`src/rtl/voice_allocator.sv`:
```
// Purpose : allocates decoded MIDI note/CC events to VOICES synth voices (channel filter,
//           oldest/quietest steal, CC64 sustain, CC120/123 all-off, age-ranked reuse).
// Latency : note events VOICES+1 clocks accept-to-update capture; sustain/all-off flush VOICES clocks.
// Backpressure: ev_ready only in IDLE; update stream has no backpressure (one-cycle strobes).
// Ports   : CLOCK_50/reset_reg_N clock and async active-low reset; cfg_* channel/omni/steal mode;
//           voice_free envelope-idle flags; ev_* event handshake and fields; upd_* per-voice
//           update strobe and payload; keys_on per-voice gate; active_keys = popcount(keys_on).
module voice_allocator #(
  parameter int VOICES     = 8,
  parameter int V_WIDTH    = 3,
  parameter bit SUSTAIN_EN = 1'b1
) (
  input  logic               CLOCK_50,
  input  logic               reset_reg_N,
  input  logic [3:0]         cfg_chan,
  input  logic               cfg_omni,
  input  logic               cfg_steal_mode,
  input  logic [VOICES-1:0]  voice_free,
  input  logic               ev_valid,
  output logic               ev_ready,
  input  logic [1:0]         ev_type,
  input  logic [3:0]         ev_chan,
  input  logic [6:0]         ev_d1,
  input  logic [6:0]         ev_d2,
  output logic               upd_valid,
  output logic [V_WIDTH-1:0] upd_voice,
  output logic               upd_gate,
  output logic [7:0]         upd_key,
  output logic [6:0]         upd_vel,
  output logic               upd_steal,
  output logic [VOICES-1:0]  keys_on,
  output logic [V_WIDTH:0]   active_keys
);

  typedef enum logic [1:0] {S_IDLE, S_SCAN, S_COMMIT, S_FLUSH} state_t;
  state_t state, state_nxt;

  logic [V_WIDTH-1:0] idx;
  logic               ev_on, pedal, flush_all;
  logic [6:0]         ev_key, ev_vel;
  logic [7:0]         key_r  [VOICES];
  logic [6:0]         vel_r  [VOICES];
  logic [V_WIDTH-1:0] rank_r [VOICES];
  logic [VOICES-1:0]  sus;

  // Running candidates collected during the scan, one voice per clock.
  logic               hit_vld, free_vld, rel_vld, stl_vld;
  logic [V_WIDTH-1:0] hit_idx, free_idx, rel_idx, stl_idx;
  logic [V_WIDTH-1:0] rel_rank, stl_rank;
  logic [6:0]         stl_vel;

  logic               chan_ok, idx_last, flush_hit, match, stl_better;
  logic               cur_on, cur_sus;
  logic [7:0]         cur_key;
  logic [6:0]         cur_vel;
  logic [V_WIDTH-1:0] cur_rank;
  logic               start_scan, start_flush, flush_all_nxt, pedal_set, pedal_clr;
  logic               cm_on, cm_off, cm_sus;
  logic [V_WIDTH-1:0] sel;

  assign chan_ok   = cfg_omni || (ev_chan == cfg_chan);
  assign idx_last  = (idx == V_WIDTH'(VOICES - 1));
  assign cur_on    = keys_on[idx];
  assign cur_sus   = sus[idx];
  assign cur_key   = key_r[idx];
  assign cur_vel   = vel_r[idx];
  assign cur_rank  = rank_r[idx];
  assign flush_hit = flush_all ? keys_on[idx] : sus[idx];
  // Note-on retriggers any holder of the key; note-off only releases a non-sustained holder.
  assign match     = cur_on && (cur_key == {1'b0, ev_key}) && (ev_on || !cur_sus);
  // Larger rank = older. Quietest mode breaks velocity ties towards the oldest voice.
  assign stl_better = !stl_vld ||
                      (cfg_steal_mode ? ((cur_vel < stl_vel) ||
                                         ((cur_vel == stl_vel) && (cur_rank > stl_rank)))
                                      : (cur_rank > stl_rank));

  always_comb begin
    active_keys = '0;
    for (int i = 0; i < VOICES; i++) active_keys = active_keys + (V_WIDTH+1)'(keys_on[i]);
  end

  always_ff @(posedge CLOCK_50 or negedge reset_reg_N) begin
    if (!reset_reg_N) state <= S_IDLE;
    else              state <= state_nxt;
  end

  always_comb begin
    state_nxt = state;
    ev_ready = 1'b0;
    upd_valid = 1'b0;
    upd_voice = '0;
    upd_gate = 1'b0;
    upd_key = 8'hFF;
    upd_vel = '0;
    upd_steal = 1'b0;
    start_scan = 1'b0;
    start_flush = 1'b0;
    flush_all_nxt = 1'b0;
    pedal_set = 1'b0;
    pedal_clr = 1'b0;
    cm_on = 1'b0;
    cm_off = 1'b0;
    cm_sus = 1'b0;
    sel = hit_idx;
    case (state)
      S_IDLE: begin
        ev_ready = 1'b1;
        if (ev_valid && chan_ok) begin
          case (ev_type)
            2'b00, 2'b01: begin
              start_scan = 1'b1;
              state_nxt = S_SCAN;
            end
            2'b10: begin
              if (ev_d1 == 7'd64) begin
                if (SUSTAIN_EN) begin
                  if (ev_d2[6]) pedal_set = 1'b1;
                  else begin
                    pedal_clr = 1'b1;
                    if (|sus) begin
                      start_flush = 1'b1;
                      state_nxt = S_FLUSH;
                    end
                  end
                end
              end else if (ev_d1 == 7'd120 || ev_d1 == 7'd123) begin
                pedal_clr = 1'b1;
                start_flush = 1'b1;
                flush_all_nxt = 1'b1;
                state_nxt = S_FLUSH;
              end
            end
            default: ;
          endcase
        end
      end
      S_SCAN: if (idx_last) state_nxt = S_COMMIT;
      S_COMMIT: begin
        state_nxt = S_IDLE;
        if (ev_on) begin
          if (hit_vld)       sel = hit_idx;
          else if (free_vld) sel = free_idx;
          else if (rel_vld)  sel = rel_idx;
          else               sel = stl_idx;
          cm_on = 1'b1;
          upd_valid = 1'b1;
          upd_voice = sel;
          upd_gate = 1'b1;
          upd_key = {1'b0, ev_key};
          upd_vel = ev_vel;
          upd_steal = !hit_vld && !free_vld && !rel_vld;
        end else if (hit_vld) begin
          if (pedal) cm_sus = 1'b1;
          else begin
            cm_off = 1'b1;
            upd_valid = 1'b1;
            upd_voice = hit_idx;
            upd_vel = ev_vel;
          end
        end
      end
      S_FLUSH: begin
        if (flush_hit) begin
          upd_valid = 1'b1;
          upd_voice = idx;
        end
        if (idx_last) state_nxt = S_IDLE;
      end
      default: state_nxt = S_IDLE;
    endcase
  end

  always_ff @(posedge CLOCK_50 or negedge reset_reg_N) begin
    if (!reset_reg_N) begin
      idx <= '0;
      ev_on <= 1'b0;
      ev_key <= '0;
      ev_vel <= '0;
      pedal <= 1'b0;
      flush_all <= 1'b0;
      keys_on <= '0;
      sus <= '0;
      hit_vld <= 1'b0;
      free_vld <= 1'b0;
      rel_vld <= 1'b0;
      stl_vld <= 1'b0;
      hit_idx <= '0;
      free_idx <= '0;
      rel_idx <= '0;
      stl_idx <= '0;
      rel_rank <= '0;
      stl_rank <= '0;
      stl_vel <= '0;
      for (int i = 0; i < VOICES; i++) begin
        key_r[i] <= 8'hFF;
        vel_r[i] <= '0;
        rank_r[i] <= V_WIDTH'(i);
      end
    end else begin
      if (start_scan || start_flush) idx <= '0;
      else if (state == S_SCAN || state == S_FLUSH) idx <= idx + 1'b1;
      if (pedal_set) pedal <= 1'b1;
      if (pedal_clr) pedal <= 1'b0;
      if (start_flush) flush_all <= flush_all_nxt;
      if (start_scan) begin
        // Note-on with zero velocity is a note-off with release velocity 0.
        ev_on <= (ev_type == 2'b01) && (ev_d2 != 7'd0);
        ev_key <= ev_d1;
        ev_vel <= ev_d2;
        hit_vld <= 1'b0;
        free_vld <= 1'b0;
        rel_vld <= 1'b0;
        stl_vld <= 1'b0;
      end
      if (state == S_SCAN) begin
        if (match && !hit_vld) begin
          hit_vld <= 1'b1;
          hit_idx <= idx;
        end
        if (!cur_on && voice_free[idx] && !free_vld) begin
          free_vld <= 1'b1;
          free_idx <= idx;
        end
        if (!cur_on && (!rel_vld || cur_rank > rel_rank)) begin
          rel_vld <= 1'b1;
          rel_idx <= idx;
          rel_rank <= cur_rank;
        end
        if (cur_on && stl_better) begin
          stl_vld <= 1'b1;
          stl_idx <= idx;
          stl_rank <= cur_rank;
          stl_vel <= cur_vel;
        end
      end
      if (cm_on) begin
        keys_on[sel] <= 1'b1;
        sus[sel] <= 1'b0;
        key_r[sel] <= {1'b0, ev_key};
        vel_r[sel] <= ev_vel;
        // Move chosen voice to the front; only younger voices age, so ranks stay a permutation.
        for (int i = 0; i < VOICES; i++) begin
          if (V_WIDTH'(i) == sel) rank_r[i] <= '0;
          else if (rank_r[i] < rank_r[sel]) rank_r[i] <= rank_r[i] + 1'b1;
        end
      end
      if (cm_off) begin
        keys_on[hit_idx] <= 1'b0;
        key_r[hit_idx] <= 8'hFF;
      end
      if (cm_sus) sus[hit_idx] <= 1'b1;
      if (state == S_FLUSH && flush_hit) begin
        keys_on[idx] <= 1'b0;
        sus[idx] <= 1'b0;
        key_r[idx] <= 8'hFF;
      end
    end
  end

endmodule

```
`config.mk`:
```
export PLATFORM = sky130hd
export DESIGN_NAME = voice_allocator
export DESIGN_NICKNAME = d
export VERILOG_FILES = /design/src/rtl/voice_allocator.sv
export SDC_FILE = /design/constraint.sdc
export NUM_CORES = 1
export LEC_CHECK = 0
export ABC_AREA = 1
export CELL_PAD_IN_SITES_DETAIL_PLACEMENT = 1
export CELL_PAD_IN_SITES_GLOBAL_PLACEMENT = 2
export CORE_MARGIN = 2
export CORE_UTILIZATION = 30
export CTS_BUF_LIST = sky130_fd_sc_hd__clkbuf_8 sky130_fd_sc_hd__clkbuf_16
export CTS_CLUSTER_DIAMETER = 30
export DETAILED_ROUTE_END_ITERATION = 10
export GPL_TIMING_DRIVEN = 0
export MAX_ROUTING_LAYER = met4
export PLACE_DENSITY = 0.73
export SETUP_SLACK_MARGIN = 0.1
export SYNTH_ARGS = -nofsm -noshare
export SYNTH_HDL_FRONTEND = slang
export SYNTH_SLANG_ARGS = --single-unit
export TNS_END_PERCENT = 5
```
`constraint.sdc`:
```
create_clock -name CLOCK_50 -period 4.9 [get_ports CLOCK_50]
set_input_delay 1.47 -clock CLOCK_50 [delete_from_list [all_inputs] [get_ports CLOCK_50]]
set_output_delay 1.47 -clock CLOCK_50 [all_outputs]
set_load 0.05 [all_outputs]
```
After elaboration in Yosys (flattened, before gate mapping)
Cells that the tools add are included.

word-level totals
  register bits after elaboration = 211
  input port bits = 37
  output and inout port bits = 34

operators by class
  add/subtract/negate cells = 16
  order comparisons = 23
  equal/unequal tests = 26
  mux-type cells = 142
  bitwise logic cells = 14
  reduce and logical (&&, ||, !) cells = 62

operators with widths
  kind                   number
  $mux W64               3
  $or A64 B64 Y64        2
  $mux W8                13
  $mux W3                31
  $demux W8 S3           3
  $bwmux W64             1
  $mux W1                61
  $bwmux W56             1
  $mux W7                7
  $and A8 B8 Y8          4
  $add A3 B1 Y3 const B  9
  $bmux W8 S3            1
  $lt A3 B3 Y1           8
  $not A8 Y8             3
  $reduce_and A2 Y1      12
  $bmux W7 S3            1
  $demux W7 S3           1
  $eq A7 B7 Y1 const B   3
  $reduce_bool A2 Y1     10
  $logic_and A1 B1 Y1    19
  $bmux W3 S3            2
  $add A4 B1 Y4          4
  $or A8 B8 Y8           2
  $mux W2                7
  36 further kinds       75

Logic depth before layout (Yosys ltp)
Gate-level depths: netlist of the first run.

  word-level depth = 16
  depth in mapped cells = 20
  gate-level depth less buffers = 20

Least setup slack after synthesis of the first run
Ideal clock, no wire load.

  kind = reg2out
  start point = reg keys_on[0]
  end point = out active_keys[2]
  arrival = 3543 ps
  required time = 3430 ps
  setup slack = -113 ps
  stages on the path, launching flop included = 10
  buffers on the path = 0
  cells stage by stage = dfrtp_1 fa_1 inv_1 fa_1 fa_1 inv_1 ha_1 inv_1 fa_1 xnor2_1

between the ends
  word-level cells in the longest chain between the ends = 7

ends and longest elaborated chain
  what                               line  source
  from (decl)                        31    output logic [VOICES-1:0] keys_on,
  from (signal assigned)             181   keys_on <= '0;
  from (signal, indexed assignment)  237   keys_on[sel] <= 1'b1;
  from (signal, indexed assignment)  248   keys_on[hit_idx] <= 1'b0;
  $add A1 B1 Y2                      79    for (int i = 0; i < VOICES; i++) active_keys = active_keys + (V_WIDTH+1)'(keys_on[i]);
  $add A2 B1 Y3                      79
  $add A3 B1 Y4                      79
  $add A4 B1 Y4 (4 in a row)         79
  to (decl)                          32    output logic [V_WIDTH:0] active_keys

No other way between the ends.

Worst setup path in the final report of the first run
  start point = reg keys_on[0]
  end point = out active_keys[1]

Same word-level chain as after synthesis.

==> impl_metrics.json, run 1 <==
{
  "root_buffer": "clkbuf_16",
  "final_common_cell": "nand2_1",
  "relSlewSlack": 0.274,
  "reg2reg_from": "idx[0]",
  "grt_max_degree": 99,
  "worstSetupStartpointType": "register",
  "drc": 0,
  "grt_pass1_wl_mm": 70.1,
  "netlist_area_mm2": 0.0116,
  "setup.worst_path.start": "keys_on[0]",
  "power_uw": 11500,
  "gp_congestion": 0.874,
  "seq_area_frac_synth": 0.461,
  "antenna-diode-count": 0,
  "final_cell_mix": "nand2_1, o21ai_0, nor2_1",
  "setup.worst_path.class": "register to output port",
  "worstPathRequired_ns": 3.43,
  "critPathArrivalTime_ns": 3.42,
  "final_cells": 2153,
  "sequentialPowerShare": 0.239,
  "ys_seq_elements": 211,
  "finalMaxSlewViolations": 0,
  "worst_pin_slew_ns": 1.08,
  "dr.pass1.iters": 4,
  "cts_tree": "built",
  "path_max_fanout": 3,
  "fin_crit_ns": 4.89,
  "ctsHoldBuffers": 0,
  "num-nets-final": 1663,
  "antenna_found_initial": 1,
  "overflow": 0,
  "finalCritPeriodShare": 0.999,
  "irDropWorstVdd_uv": 263,
  "finalWorstSetupSlack_ns": 0.00650,
  "max_freq_mhz": 204,
  "grt_usage": 0.235,
  "cts_sinks": 211,
  "netlist.area_leader.share": 0.290,
  "coreArea_mm2": 0.0385,
  "numCtsBuffers": 68,
  "dieArea_mm2": 0.0404,
  "syn_inst": 1436,
  "rsz0062_at_grt": "yes",
  "setup_viol": 0,
  "hold_violations": 0,
  "rows": 72,
  "fin_skew_ns": 0.0217,
  "drive_above_1_share": 0.191,
  "dp_worst_setup_slack_ns": -0.136,
  "hold_class": "register to register",
  "synth_edf_count": 0,
  "drtAntennaViolNets": 0,
  "setup.worst_path.end_class": "output port",
  "ys_top_cells_by_area": "dfrtp_1, dfstp_2, nand2_1, o21ai_0, nor2_1",
  "p_leak_uw": 0.00708,
  "io_buffer_count": 70,
  "die_x_um": 201,
  "p_int_uw": 6790,
  "vias": 10940,
  "status": "finished, final reports clean",
  "detailed_place_hpwl_mm": 32.0,
  "clk_pin_slew_ns": 0.04,
  "ioPinCount": 71,
  "power_frac_clock": 0.372,
  "cts-htree-levels": 3,
  "wire_per_inst_um": 20.9,
  "fill_cells": 4544,
  "pwr-share-comb": 0.389,
  "holdWs_ns": 0.468,
  "synthFlopType": "dfrtp_1",
  "syn-num-nets": 1519,
  "powerDensity_mw_per_mm2": 747,
  "ys_types": 53,
  "p_sw_frac": 0.409,
  "die_h_um": 201,
  "p_sw_uw": 4700,
  "viasPerCell": 5.08,
  "synthToLayoutAreaGrowth_pct": 32.2,
  "drt_iter0_markers": 502,
  "synth_top_area_cell": "dfrtp_1",
  "start_util": 0.303,
  "avgSynthCellArea_um2": 8.11,
  "synth_warnings": 0,
  "worstHoldStart": "key_r[7]",
  "wirelength_mm": 44.9,
  "insertion_delay_ns": 0.57,
  "async_flop_share": 1.00,
  "grt_pass1_vias": 11594,
  "dp.cells": 2026,
  "drv_cap": 0,
  "fin_util": 0.400,
  "clk_path_buf_depth": 3
}
==> final cells by class <==
type | instances | area, um2 | area share
Buffer | 63 | 337 | 0.0219
Clock buffer | 84 | 1930 | 0.126
Clock inverter | 41 | 348 | 0.0226
Inverter | 148 | 561 | 0.0364
Multi-Input combinational cell | 1014 | 5420 | 0.352
Sequential cell | 211 | 5380 | 0.349
Tap cell | 518 | 648 | 0.0421
Timing Repair Buffer | 74 | 777 | 0.0505
==> cell families (layout without fill, tap and decap cells) <==
logic type | count (synthesis) | count (layout) | synth area share
and+or+nand+nor | 555 | 555 | 0.211
xor gates and xnor gates | 13 | 13 | 0.00978
buffers and inverters | 211 | 410 | 0.0766
muxes | 2 | 2 | 0.00172
DFF | 211 | 211 | 0.461
AOI/OAI and AO/OA | 398 | 398 | 0.188
adders and majority gates | 46 | 46 | 0.0520
==> layer usage <==
| metal | global-route usage | wire length, um | share of wire |
|---|---|---|---|
| met5 | - | 0 | 0 |
| met4 | 0.0751 | 1150 | 0.025 |
| met3 | 0.0417 | 2180 | 0.049 |
| met2 | 0.364 | 20800 | 0.46 |
| met1 | 0.311 | 20800 | 0.46 |
==> metrics by stage <==
| step | TNS (ns) | instance area [um2] |
|---|---|---|
| after floorplan | 0 | 11700 |
| after global placement | -1297.14 | 13000 |
| after detailed placement | -0.233 | 13100 |
| after CTS | -0.170 | 15400 |
| after global routing | -0.182 | 15400 |
| final | 0 | 15400 |
==> power groups by stage <==
stage	combinational (uW)	clock (uW)	sequential, uW
6_report	4470	4270	2750
5_1_grt	5030	4460	2820
4_1_cts	4490	4340	2750
3_5_place_dp	4450	0	2760
3_3_place_gp	4350	0	2750
2_1_floorplan	2940	0	2690
==> worst max-delay path, stage by stage (launching register included) <==
cell     delay (ns)
dfrtp_1        0.40
fa_1           0.54
inv_1          0.05
fa_1           0.51
fa_1           0.43
inv_2          0.09
ha_4           0.13
inv_2          0.03
fa_2           0.50
inv_1          0.04
buf_6          0.14
==> Yosys cell counts, types with 3 or more instances <==
master and instances:
nor2_4 6, o2111ai_1 9, nand2_2 15, clkbuf_1 22, nand3_1 44, o21ai_1 43, nand2_4 3, inv_1 130
xnor2_1 3, o21ai_0 198, nand4_1 25, buf_4 4, o211ai_1 22, nand3_2 8, buf_2 28, nor2_1 151
nor2_2 9, fa_1 4, o32ai_1 4, nor4_1 3, nor3_1 8, dfrtp_1 135, inv_2 15, buf_6 6
dfstp_2 76, a21oi_1 89, a211oi_1 4, ha_1 42, nand2_1 275, buf_1 3, xor2_1 10, o22ai_1 14
==> registers in the layout (all words and copies together) (netlist names), 2 cells and up <==
signal,cells
ev_key,7
rank_r,24
hit_idx,3
stl_rank,3
idx,3
keys_on,8
state,2
ev_vel,7
stl_idx,3
key_r,64
rel_rank,3
rel_idx,3
vel_r,56
stl_vel,7
sus,8
free_idx,3
==> repair_timing <==
item | in CTS | in global routing
hold endpoints to repair | 0 | 0
buffers inserted | 0 | 2
resized for setup | 29 | 15
setup endpoints to repair | 8 | 22
pin swaps | 0 | 1
==> final timing paths <==
kind,end,slack (ns),cells past startpoint
setup / recovery,active_keys[1],0.007,10
hold / removal,key_r[7],0.47,2
setup reg to reg,stl_idx[2],0.54,13
hold reg to reg,key_r[7],0.47,2
max in group asynchronous,key_r[28],2.86,3
min in group asynchronous,stl_vel[0],0.80,1
Power figures use the tool's default switching activity.
==> run 2, diff against run 1 <==
--- a/config.mk
+++ b/config.mk
@@ -15,7 +15,7 @@
 export DETAILED_ROUTE_END_ITERATION = 10
 export GPL_TIMING_DRIVEN = 0
 export MAX_ROUTING_LAYER = met4
-export PLACE_DENSITY = 0.73
+export PLACE_DENSITY_LB_ADDON = 0.1
 export SETUP_SLACK_MARGIN = 0.1
 export SYNTH_ARGS = -nofsm -noshare
 export SYNTH_HDL_FRONTEND = slang
==> run 2 against run 1 <==
  * The flow now finishes with violations (setup timing)
  * Highest routed layer unchanged
  * First-iteration DRC count is 8.4% higher
  * Cell count is 0.19% lower
  * Power is 2.3% lower
==> impl_metrics.json, run 2 (synthesis results as in run 1) <==
{
  "die_x_um": 201,
  "path_max_fanout": 2,
  "r2r-end": "stl_idx[0]",
  "drive_above_1_share": 0.183,
  "final_cell_mix": "nand2_1, o21ai_0, inv_1",
  "detailed_place_hpwl_mm": 33.1,
  "dieArea_mm2": 0.0404,
  "wirelength_mm": 46.0,
  "max_freq_mhz": 204,
  "numCtsBuffers": 68,
  "top_register": "key_r",
  "hold_class": "register to register",
  "clk_pin_slew_ns": 0.04,
  "holdWs_ns": 0.469,
  "ctsHoldBuffers": 0,
  "finalMaxSlewViolations": 0,
  "setup.worst_path.end_class": "output port",
  "drc": 0,
  "setup_viol": 1,
  "dr.pass1.iters": 4,
  "final_cells": 2149,
  "fin_util": 0.397,
  "dp_worst_setup_slack_ns": -0.160,
  "setup.worst_path.class": "register to output port",
  "r2r.worst_path.cells": 18,
  "setup.worst_path.start": "keys_on[0]",
  "finalCritPeriodShare": 1.00,
  "critPathArrivalTime_ns": 3.43,
  "rows": 72,
  "num-nets-final": 1665,
  "endpoint": "active_keys[1]",
  "reg2reg_from": "idx[0]",
  "rrSetupSlack_ns": 0.45,
  "relSlewSlack": 0.264,
  "worst_pin_slew_ns": 1.10,
  "clk_path_buf_depth": 3,
  "largest_reg_flops": 64,
  "rsz0062_at_grt": "yes",
  "drtAntennaViolNets": 0,
  "start_util": 0.303,
  "fill_cells": 4537,
  "worstPathRequired_ns": 3.43,
  "final_common_cell": "nand2_1",
  "cts_sinks": 211,
  "p_leak_uw": 0.00703,
  "io_buffer_count": 70,
  "cts-htree-levels": 3,
  "irDropWorstVdd_uv": 298,
  "ioPinCount": 71,
  "synthToLayoutAreaGrowth_pct": 31.1,
  "vias": 10754,
  "grt_pass1_vias": 11233,
  "worstSetupStartpointType": "register",
  "violations": "setup timing",
  "overflow": 0,
  "gp_congestion": 0.841,
  "grt_usage": 0.239,
  "tns_ns": -0.000463,
  "fin_crit_ns": 4.90,
  "grt_max_degree": 101,
  "status": "finished with violations",
  "coreArea_mm2": 0.0385,
  "dp.cells": 2026,
  "drv_cap": 0,
  "hold_violations": 0,
  "finalWorstSetupSlack_ns": -0.000463,
  "powerDensity_mw_per_mm2": 735,
  "fin_skew_ns": 0.0223,
  "wire_per_inst_um": 21.4,
  "root_buffer": "clkbuf_16",
  "cts_tree": "built",
  "grt_pass1_wl_mm": 70.4,
  "viasPerCell": 5.00,
  "antenna_found_initial": 2,
  "largestRegisters": "key_r (64), vel_r (56), rank_r (24)",
  "insertion_delay_ns": 0.57,
  "die_h_um": 201,
  "drt_iter0_markers": 544
}
## run 2: worst min-delay path by stage
stage	endpoint	start	cells after the start
floorplan	key_r[7]	key_r[7]	2
global placement	key_r[7]	key_r[7]	2
detailed placement	key_r[7]	key_r[7]	2
CTS	key_r[7]	key_r[7]	2
global route	vel_r[43]	vel_r[43]	2
finish	key_r[7]	key_r[7]	2
## run 2: per-stage QoR
step | area [um2] | total power [uW]
global placement | 13000 | 7180
detailed placement | 13100 | 7260
floorplan | 11700 | 5640
CTS | 15200 | 11400
global route | 15300 | 12000
finish | 15300 | 11200
## run 2: final cells by class
type | instances | area [um2] | area share
Buffer | 63 | 337 | 0.0220
Clock buffer | 80 | 1890 | 0.124
Timing Repair Buffer | 76 | 792 | 0.0519
Inverter | 148 | 561 | 0.0367
Clock inverter | 38 | 263 | 0.0172
Tap cell | 518 | 648 | 0.0424
Antenna cell | 1 | 2.50 | 0.000164
Sequential cell | 211 | 5380 | 0.352
Multi-Input combinational cell | 1014 | 5400 | 0.354
## run 2: repair_timing
| action | 4_1_cts | 5_1_grt |
|---|---|---|
| pin swaps | 1 | 2 |
| setup buffers | 2 | 2 |
| gates resized for setup | 34 | 9 |
| setup endpoints to repair | 22 | 21 |
## run 2: power by group
| group | internal [uW] | leakage, uW | switching (uW) |
|---|---|---|---|
| clock | 2790 | 0.00114 | 1200 |
| sequential | 2420 | 0.00258 | 328 |
| combinational | 1350 | 0.00331 | 3130 |
| total | 6570 | 0.00703 | 4660 |
## run 2: routing by layer
| metal | global-route usage | part of all wire | vias up |
|---|---|---|---|
| met5 | - | 0 | - |
| met4 | 0.0868 | 0.031 | 0 |
| li1 | - | - | 5130 |
| met1 | 0.321 | 0.48 | 5307 |
| met3 | 0.0412 | 0.040 | 89 |
| met2 | 0.362 | 0.45 | 228 |
## run 2: critical path: stages, from the launching register on
cell and delay (ns):
dfrtp_1 0.39, fa_1 0.54, inv_1 0.06, fa_1 0.49, fa_1 0.42, inv_1 0.07
ha_1 0.15, inv_1 0.06, fa_2 0.52, inv_2 0.04, buf_8 0.14
==> run 3, diff against run 2 <==
==> constraint.sdc (replaced) <==
create_clock -name CLOCK_50 -period 5.9 [get_ports CLOCK_50]
set_input_delay 1.77 -clock CLOCK_50 [delete_from_list [all_inputs] [get_ports CLOCK_50]]
set_output_delay 1.77 -clock CLOCK_50 [all_outputs]
set_load 0.05 [all_outputs]
==> run 3 against run 2 <==
  * The run now ends clean
  * Cell count is 0.37% higher
  * Die area is the same
  * Sequential share of layout area shrank 0.12 points
  * Sequential power fell by 17%
  * Global-route usage increased by 0.12 points
  * Clock skew up 0.0013 ns
  * Wire length is 0.43% higher
  * Clock-buffer cell count increased by 10
  * First-iteration DRC count stayed put
  * Power down 16%
  * Critical path depth unchanged
  * Critical path type unchanged
  * Largest power group unchanged
==> impl_metrics.json, run 3 (synthesis results as in run 1) <==
{
  "largest_reg_flops": 64,
  "root_buffer": "clkbuf_16",
  "path_max_fanout": 3,
  "cts-htree-levels": 3,
  "setup_viol": 0,
  "drc": 0,
  "worstPathRequired_ns": 4.13,
  "fin_skew_ns": 0.0236,
  "finalWorstSetupSlack_ns": 0.321,
  "clk_path_buf_depth": 3,
  "relSlewSlack": 0.297,
  "drtAntennaViolNets": 0,
  "grt_pass1_vias": 11326,
  "io_buffer_count": 70,
  "dr.pass1.iters": 5,
  "die_x_um": 201,
  "fin_crit_ns": 5.58,
  "worst_pin_slew_ns": 1.06,
  "status": "finished, final reports clean",
  "die_h_um": 201,
  "drv_cap": 0,
  "detailed_place_hpwl_mm": 33.2,
  "rsz0062_at_grt": "no",
  "final_cell_mix": "nand2_1, o21ai_0, nor2_1",
  "tns_ns": 0,
  "antenna_found_initial": 2,
  "irDropWorstVdd_uv": 231,
  "wirelength_mm": 46.2,
  "dp_worst_setup_slack_ns": 0.575,
  "p_leak_uw": 0.00702,
  "finalCritPeriodShare": 0.946,
  "viasPerCell": 5.01,
  "gp_congestion": 0.835,
  "final_common_cell": "nand2_1",
  "grt_usage": 0.240,
  "max_freq_mhz": 179,
  "drive_above_1_share": 0.181,
  "dieArea_mm2": 0.0404,
  "vias": 10809,
  "ioPinCount": 71,
  "setup.worst_path.class": "register to output port",
  "ctsHoldBuffers": 0,
  "finalMaxSlewViolations": 0,
  "powerDensity_mw_per_mm2": 616,
  "wire_per_inst_um": 21.4,
  "num-nets-final": 1664,
  "grt_pass1_wl_mm": 70.4,
  "synthToLayoutAreaGrowth_pct": 31.6,
  "rows": 72,
  "top_register": "key_r",
  "cts_sinks": 211,
  "clk_pin_slew_ns": 0.04,
  "worstSetupStartpointType": "register",
  "setup.worst_path.end_class": "output port",
  "start_util": 0.303,
  "fill_cells": 4555,
  "critPathArrivalTime_ns": 3.81,
  "cts_tree": "built",
  "hold_class": "register to register",
  "drt_iter0_markers": 544,
  "insertion_delay_ns": 0.58,
  "hold_violations": 0,
  "numCtsBuffers": 71,
  "grt_max_degree": 98,
  "overflow": 0,
  "coreArea_mm2": 0.0385,
  "largestRegisters": "key_r (64), vel_r (56), rank_r (24)"
}
==> run 3: cell types whose count changed in the layout (fill, tap and decap cells not counted), sizes merged <==
cell           before  now
clkinv              9   16
clkbuf            104  112
inv               172  168
dlymetal6s2s        1    0
diode               1    2
clkdlybuf4s15       3    1
clkdlybuf4s50      60   67
buf                50   44
bufinv              2    0
==> run 3: path summary, 6_finish.rpt <==
kind | start | end | slack, ns | cells past startpoint
max | keys_on[0] | active_keys[1] | 0.32 | 10
min in group asynchronous | reset_reg_N | free_idx[0] | 1.06 | 1
max in group asynchronous | reset_reg_N | keys_on[5] | 3.57 | 3
max reg2reg | idx[0] | stl_idx[0] | 0.90 | 20
min reg2reg | key_r[7] | key_r[7] | 0.47 | 2
min | key_r[7] | key_r[7] | 0.47 | 2
==> run 3: area by class of cell <==
cell class                 instances  area [um2]  share of cell area
multi-input combinational       1014        5380               0.351
buffer                            63         332              0.0216
timing repair buffer              72         759              0.0496
sequential                       211        5380               0.351
inverter                         148         561              0.0366
clock inverter                    39         203              0.0132
tap                              518         648              0.0423
antenna                            2        5.00            0.000327
clock buffer                      90        2060               0.134
==> run 3: critical path: stages, from the launching register on <==
cell	delay, ns
dfrtp_1	0.41
fa_1	0.54
inv_1	0.06
fa_1	0.44
fa_1	0.49
inv_1	0.04
ha_1	0.18
inv_1	0.07
fa_1	0.41
inv_1	0.06
dlygate4sd2_1	0.52
==> run 3: what timing repair did <==
| item | in CTS | in global routing |
|---|---|---|
| setup buffers | 0 | 0 |
| resized for setup | 2 | 1 |
| cloned | 0 | 0 |
| setup endpoints to repair | 2 | 1 |
==> run 3: through the flow <==
| step | cells | power (uW) | area (um2) | util | hold slack, ns |
|---|---|---|---|---|---|
| 5_1_grt | 2157 | 10100 | 15300 | 0.398 | 0.480 |
| 3_5_place_dp | 2026 | 6030 | 13100 | 0.339 | 0.458 |
| 6_report | 2157 | 9440 | 15300 | 0.398 | 0.471 |
| 2_1_floorplan | 1436 | 4680 | 11600 | - | 0.447 |
| 4_1_cts | 2155 | 9560 | 15300 | 0.398 | 0.470 |
| 3_3_place_gp | 2024 | 5960 | 13000 | 0.338 | 0.456 |
==> run 3: power by group <==
part           internal, uW  switching [uW]
combinational          1110            2590
sequential             2010             271
clock                  2420            1050
total                  5530            3910
==> run 3: per-layer routing <==
layer	up-vias	share of wire	routed length [um]	global-route usage
met5	-	0	0	-
met3	96	0.038	1760	0.0429
met4	0	0.026	1210	0.0786
met1	5357	0.48	22100	0.320
met2	226	0.46	21000	0.370
li1	5130	-	-	-
